## config.mk

```make
export PLATFORM = sky130hd
export DESIGN_NAME = dispensador_multilinha
export DESIGN_NICKNAME = d
export VERILOG_FILES = /design/src/rtl/dispensador_multilinha.sv
export SDC_FILE = /design/constraint.sdc
export NUM_CORES = 1
export LEC_CHECK = 0
export ABC_AREA = 0
export CAP_MARGIN = 20
export CELL_PAD_IN_SITES_DETAIL_PLACEMENT = 1
export CELL_PAD_IN_SITES_GLOBAL_PLACEMENT = 1
export CORE_MARGIN = 2
export CORE_UTILIZATION = 43
export DETAILED_ROUTE_END_ITERATION = 7
export GPL_TIMING_DRIVEN = 1
export PLACE_DENSITY_LB_ADDON = 0.05
export SYNTH_ARGS = -nofsm -noshare
export SYNTH_HDL_FRONTEND = slang
export SYNTH_SLANG_ARGS = --single-unit
```

## constraint.sdc

```tcl
create_clock -name CLOCK -period 15.8 [get_ports CLOCK]
set_input_delay 3.16 -clock CLOCK [delete_from_list [all_inputs] [get_ports CLOCK]]
set_output_delay 3.16 -clock CLOCK [all_outputs]
set_load 0.02 [all_outputs]
```

## src/rtl/dispensador_multilinha.sv

```systemverilog
// Purpose: one shared cork reservoir feeding N_LINHAS line counters, with round-robin timed refills,
//          per-line manual +1 adds and a valid/ready reservoir replenish port.
// Latency: need seen at edge k -> line count updated at edge k+TEMPO_TRANSF+1; manual add and decrement 1 cycle.
// Backpressure: REPOR_READY is high only while idle (OCIOSO); offers during a transfer wait until idle.
//
// Ports:
//   CLOCK, RESET_N                 rising-edge clock, asynchronous active-low reset
//   DECREMENTA[N]                  1-cycle pulse per line, one cork consumed
//   ADICIONA_MANUAL[N]             raw level per line, rising edge requests +1
//   REPOR_VALID/REPOR_QTD/READY    reservoir replenish handshake
//   COUNT_ROLHAS                   line i at [i*W_CONT +: W_CONT]
//   ESTOQUE_DISP                   reservoir stock
//   ROLHAS_DISPONIVEIS/ALARME_SEM_ROLHA  per-line status flags
//   DISPENSADOR_ATIVO/LINHA_ATIVA  transfer in progress and the line being served
module dispensador_multilinha #(
  parameter int N_LINHAS         = 2,
  parameter int W_CONT           = 7,
  parameter int W_ESTOQUE        = 8,
  parameter int CAPACIDADE       = 150,
  parameter int QTD_RECARGA      = 15,
  parameter int LIMITE_MIN       = 5,
  parameter int LIMITE_MAX       = 99,
  parameter int TEMPO_TRANSF     = 4,
  parameter int CONTAGEM_INICIAL = 0
) (
  input  logic                                           CLOCK,
  input  logic                                           RESET_N,
  input  logic [N_LINHAS-1:0]                            DECREMENTA,
  input  logic [N_LINHAS-1:0]                            ADICIONA_MANUAL,
  input  logic                                           REPOR_VALID,
  input  logic [W_ESTOQUE-1:0]                           REPOR_QTD,
  output logic                                           REPOR_READY,
  output logic [N_LINHAS*W_CONT-1:0]                     COUNT_ROLHAS,
  output logic [W_ESTOQUE-1:0]                           ESTOQUE_DISP,
  output logic [N_LINHAS-1:0]                            ROLHAS_DISPONIVEIS,
  output logic [N_LINHAS-1:0]                            ALARME_SEM_ROLHA,
  output logic                                           DISPENSADOR_ATIVO,
  output logic [((N_LINHAS > 1) ? $clog2(N_LINHAS) : 1)-1:0] LINHA_ATIVA
);

  localparam int W_LINHA = (N_LINHAS > 1) ? $clog2(N_LINHAS) : 1;
  localparam int W_TIMER = (TEMPO_TRANSF > 1) ? $clog2(TEMPO_TRANSF) : 1;
  localparam int W_SOMA  = ((W_CONT > W_ESTOQUE) ? W_CONT : W_ESTOQUE) + 2;

  typedef enum logic [1:0] {OCIOSO, TRANSFERINDO, CONCLUI} estado_t;

  estado_t              estado;
  logic [W_CONT-1:0]    cont [N_LINHAS];
  logic [W_ESTOQUE-1:0] estoque;
  logic [W_LINHA-1:0]   ponteiro;
  logic [W_LINHA-1:0]   linha_g;
  logic [W_TIMER-1:0]   timer;
  logic [N_LINHAS-1:0]  manual_ant;

  logic [N_LINHAS-1:0]  need;
  logic [N_LINHAS-1:0]  dec_ef;
  logic [N_LINHAS-1:0]  borda;
  logic                 tem_manual;
  logic [W_LINHA-1:0]   idx_manual;
  logic                 manual_ok;
  logic                 tem_need;
  logic [W_LINHA-1:0]   idx_grant;
  logic [W_SOMA-1:0]    base;
  logic [W_SOMA-1:0]    lote;
  logic [W_SOMA-1:0]    soma;
  logic [W_SOMA-1:0]    novo;
  logic [W_SOMA-1:0]    deduz;
  logic [W_ESTOQUE:0]   soma_repor;
  logic [W_ESTOQUE-1:0] estoque_repor;

  assign borda = ADICIONA_MANUAL & ~manual_ant;

  always_comb begin
    need       = '0;
    dec_ef     = '0;
    tem_manual = 1'b0;
    idx_manual = '0;
    tem_need   = 1'b0;
    idx_grant  = '0;
    for (int i = 0; i < N_LINHAS; i++) begin
      need[i]   = (int'(cont[i]) <= LIMITE_MIN) && (int'(cont[i]) < LIMITE_MAX);
      dec_ef[i] = DECREMENTA[i] && (cont[i] != '0);
    end
    // Scan downwards so the lowest index (manual) / nearest-after-pointer (grant) wins.
    for (int i = N_LINHAS-1; i >= 0; i--) begin
      if (borda[i]) begin
        tem_manual = 1'b1;
        idx_manual = W_LINHA'(i);
      end
    end
    for (int k = N_LINHAS-1; k >= 0; k--) begin
      if (need[(int'(ponteiro) + k) % N_LINHAS]) begin
        tem_need  = 1'b1;
        idx_grant = W_LINHA'((int'(ponteiro) + k) % N_LINHAS);
      end
    end
  end

  assign manual_ok = (estado == OCIOSO) && tem_manual &&
                     (int'(cont[int'(idx_manual)]) < LIMITE_MAX) && (estoque != '0);

  // Transfer completion: a decrement on the served line this cycle lowers the base first.
  always_comb begin
    base  = W_SOMA'(cont[int'(linha_g)]) - W_SOMA'(dec_ef[int'(linha_g)]);
    lote  = (W_SOMA'(estoque) < W_SOMA'(QTD_RECARGA)) ? W_SOMA'(estoque) : W_SOMA'(QTD_RECARGA);
    soma  = base + lote;
    novo  = (soma > W_SOMA'(LIMITE_MAX)) ? W_SOMA'(LIMITE_MAX) : soma;
    deduz = novo - base;
  end

  // Replenish sum is one bit wider so a large offer cannot wrap before saturation.
  always_comb begin
    soma_repor    = {1'b0, estoque} + {1'b0, REPOR_QTD} - (W_ESTOQUE+1)'(manual_ok);
    estoque_repor = (int'(soma_repor) > CAPACIDADE) ? W_ESTOQUE'(CAPACIDADE)
                                                    : soma_repor[W_ESTOQUE-1:0];
  end

  always_ff @(posedge CLOCK or negedge RESET_N) begin
    if (!RESET_N) begin
      estado     <= OCIOSO;
      for (int i = 0; i < N_LINHAS; i++) cont[i] <= W_CONT'(CONTAGEM_INICIAL);
      estoque    <= W_ESTOQUE'(CAPACIDADE);
      ponteiro   <= '0;
      linha_g    <= '0;
      timer      <= '0;
      manual_ant <= '0;
    end else begin
      manual_ant <= ADICIONA_MANUAL;
      for (int i = 0; i < N_LINHAS; i++) begin
        if (dec_ef[i]) cont[i] <= cont[i] - 1'b1;
      end
      case (estado)
        OCIOSO: begin
          if (manual_ok) begin
            // Add and consume on the same line cancel; the cork still leaves the reservoir.
            cont[int'(idx_manual)] <= dec_ef[int'(idx_manual)] ? cont[int'(idx_manual)]
                                                               : cont[int'(idx_manual)] + 1'b1;
          end
          if (REPOR_VALID)    estoque <= estoque_repor;
          else if (manual_ok) estoque <= estoque - 1'b1;
          if (tem_need && (estoque != '0) && !manual_ok) begin
            estado  <= TRANSFERINDO;
            timer   <= W_TIMER'(TEMPO_TRANSF - 1);
            linha_g <= idx_grant;
          end
        end
        TRANSFERINDO: begin
          if (timer == '0) estado <= CONCLUI;
          else             timer  <= timer - 1'b1;
        end
        CONCLUI: begin
          cont[int'(linha_g)] <= W_CONT'(novo);
          estoque             <= estoque - W_ESTOQUE'(deduz);
          ponteiro            <= W_LINHA'((int'(linha_g) + 1) % N_LINHAS);
          linha_g             <= '0;
          estado              <= OCIOSO;
        end
        default: estado <= OCIOSO;
      endcase
    end
  end

  always_comb begin
    for (int i = 0; i < N_LINHAS; i++) begin
      COUNT_ROLHAS[i*W_CONT +: W_CONT] = cont[i];
      ROLHAS_DISPONIVEIS[i]            = (cont[i] != '0);
      ALARME_SEM_ROLHA[i]              = (cont[i] == '0) && (estoque == '0);
    end
  end

  assign ESTOQUE_DISP      = estoque;
  assign REPOR_READY       = (estado == OCIOSO);
  assign DISPENSADOR_ATIVO = (estado != OCIOSO);
  assign LINHA_ATIVA       = linha_g;

endmodule

```

==> run summary <==
GRT Total Usage -> 0.265
Pin count of the biggest net entering global routing -> 31
Chip Width -> 101 um
Initial core utilization -> 0.440
Post-synth top flop -> dfrtp_1
# port buffers -> 43
Final Core Density -> 0.506
Vias per cell -> 5.91
Slew @ Worst Pin -> 1.01 ns
Post-synth EDFFs -> 0
CP max FO -> 11
Final worst path period need -> 9.44 ns
Initial antenna violation count -> 0
Final Cycle Share -> 0.598
Ant diodes -> 0
Area grow syn2layout -> 15.0%
Cell area after synthesis -> 4030 um^2
Critical path required time -> 16.02 ns
Post-synthesis cell type count -> 70
Post-CTS Setup Bufs -> 0
First-pass GRT wire length -> 21.0 mm
Hold WS -> 0.490 ns
# fillers -> 1128
Worst Clk Skew -> 0.00908 ns
# setup viols final -> 0
Number of buffers created by CTS -> 5
Area share of the largest cell type after synthesis -> 0.162
Number of max-cap violations -> 0
Crit-path cells -> clkdlybuf4s50_1 > inv_1 > a41o_1 > mux2i_1 > ha_1 > nor4bb_1 > nor2_1 > nor3_1 > ha_1 > o41ai_2 > a31oi_2 > or3_4 > nor2_1 > fa_1 > ha_1 > a21o_1 > a21oi_1 > o21bai_1 > a21oi_1 > o21ai_0 > xnor2_1 > o21ai_0 > a2bb2oi_1
Critical path capture point type -> register
Post-Syn Instances -> 498
Syn_area_per_cell -> 8.09 um^2
Core area -> 9150 um^2
Sink Count -> 30
RSZ-0062 raised after global routing -> no
Final setup TNS -> 0 ns
DR iter-0 viols -> 120
CP Launch Type -> input pin
Flops & latches, synth -> 30
Clk buf depth -> 2
Sequential area share after synthesis -> 0.188
Rel. slew slack -> 0.320
Total grt overflow -> 0
CTS clk-pin slew, worst paths -> 0.07 ns
CTS Root Cell -> clkbuf_8
Post-CTS Hold Buffers -> 0
Antenna Nets Post-Route -> 0
GPL Wtd Cong -> 0.878
DP HPWL -> 10.3 mm
Die area -> 10200 um^2
Setup CP Type -> in -> reg
Critical path's slowest cell -> nor3_1
Critical Path Max Stage Delay -> 0.71 ns
Most frequent cells in the layout -> inv_1, clkdlybuf4s50_1, ha_1, nor2_1, nand2_1
Rows -> 35
Outcome -> finished clean
Fin. Hold Viols -> 0
WL/cell -> 19.7 um
Via Count -> 3829
Chip Height -> 101 um
# DRC -> 0
Vias in the first global route -> 4064
Worst Hold Class -> reg -> reg
Post-CTS Resized -> 0
Arrival time worst endpoint -> 9.66 ns
I/O pin total -> 44
Drt total wl -> 12.8 mm
Crit-path most repeated cell -> ha_1
Net count reported at finish -> 601
Final Max Slew Viols -> 0
Clk_lat worst skew -> 0.29 ns
Ys async rst share -> 1.00
Layout cell share with drive strength beyond 1 -> 0.0689
Top cells by area, synth -> dfrtp_1, ha_1, inv_1
Commonest non-fill, non-tap cell in the layout -> inv_1
Upper clock frequency limit -> 106 MHz
CTS tree -> built
Largest area contributor in the netlist -> dfrtp_1
CTS H-tree depth -> 2
Drt first pass iters -> 4
Yosys Warn Count -> 0
state kept, by name, indices dropped and copies added, names as in the netlist:
| signal | count |
|---|---|
| COUNT_ROLHAS | 14 |
| ESTOQUE_DISP | 8 |
| estado | 2 |
| manual_ant | 2 |
| timer | 2 |
| LINHA_ATIVA | 1 |
| ponteiro | 1 |
through the flow:
step / cell area (um^2) / setup slack (ns) / std cells
after global placement: 4540 / 6.28 / 640
after floorplan: 4030 / 7.10 / 500
final: 4630 / 6.36 / 648
after detailed placement: 4540 / 6.00 / 640
after global routing: 4630 / 5.69 / 648
after CTS: 4630 / 6.31 / 648
synthesized netlist by cell type (all sizes together), types with 3 or more instances:
master and n:
o21bai 3, mux2i 16, nor2 35, nor3 18, nand3 8, or3 5, o41ai 3, a31oi 7
mux2 6, and3 6, or2 7, nor2b 6, xnor2 27, o21a 3, a21o 9, a211oi 3
dfrtp 26, xor2 14, inv 71, o21ai 18, clkbuf 9, o22ai 9, nor4 8, nand2 33
o221ai 3, dfstp 4, o31ai 8, a21oi 20, buf 8, ha 41, fa 9, nor3b 6
o22a 8
cell families (layout without fill, tap and decap cells):
family | Yosys count | count (layout) | share of synthesized area
and+or+nand+nor | 147 | 147 | 0.190
DFF | 30 | 30 | 0.188
muxes | 22 | 22 | 0.0566
other | 2 | 4 | 0.00187
buffers and inverters | 88 | 125 | 0.0873
xor gates and xnor gates | 41 | 41 | 0.0892
AOI/OAI and AO/OA | 118 | 118 | 0.215
adders and majority gates | 50 | 50 | 0.172
per-layer routing:
metal  GRT usage  up-vias  wire, um
li1            -     1838         -
met4      0.0864        0       336
met2       0.465       89      6170
met1       0.335     1881      5780
met5           0        -         0
met3      0.0354       21       479
worst paths after layout:
path / end / from / slack, ns / cells past startpoint
max: ESTOQUE_DISP[7]$_DFFE_PN1P_ / DECREMENTA[1] / 6.36 / 23
min: ponteiro$_DFFE_PN0P_ / ponteiro$_DFFE_PN0P_ / 0.49 / 2
max reg2reg: ESTOQUE_DISP[7]$_DFFE_PN1P_ / COUNT_ROLHAS[8]$_DFF_PN0_ / 8.83 / 23
min reg2reg: ponteiro$_DFFE_PN0P_ / ponteiro$_DFFE_PN0P_ / 0.49 / 2
max in group asynchronous: ESTOQUE_DISP[7]$_DFFE_PN1P_ / RESET_N / 12.18 / 2
min in group asynchronous: COUNT_ROLHAS[6]$_DFF_PN0_ / RESET_N / 3.28 / 2
area by class of cell:
type	count	area, um^2	area share
clock buffers	7	86.3	0.0186
clock inverters	1	5.00	0.00108
inverters	71	267	0.0575
multi-input cells	382	2930	0.632
flip-flops and latches	30	756	0.163
well taps	111	139	0.0300
repair buffers	46	453	0.0978
critical path: cells and delay by family:
family	cells	cell delay, ns
AOI/OAI and AO/OA	10	2.24
xor gates and xnor gates	1	0.14
adders and majority gates	4	1.43
buffers and inverters	2	0.52
muxes	1	0.21
and+or+nand+nor	5	1.97
Power is not shown: default switching activity piles up to over one toggle a cycle in this logic, so the estimate is an artifact.
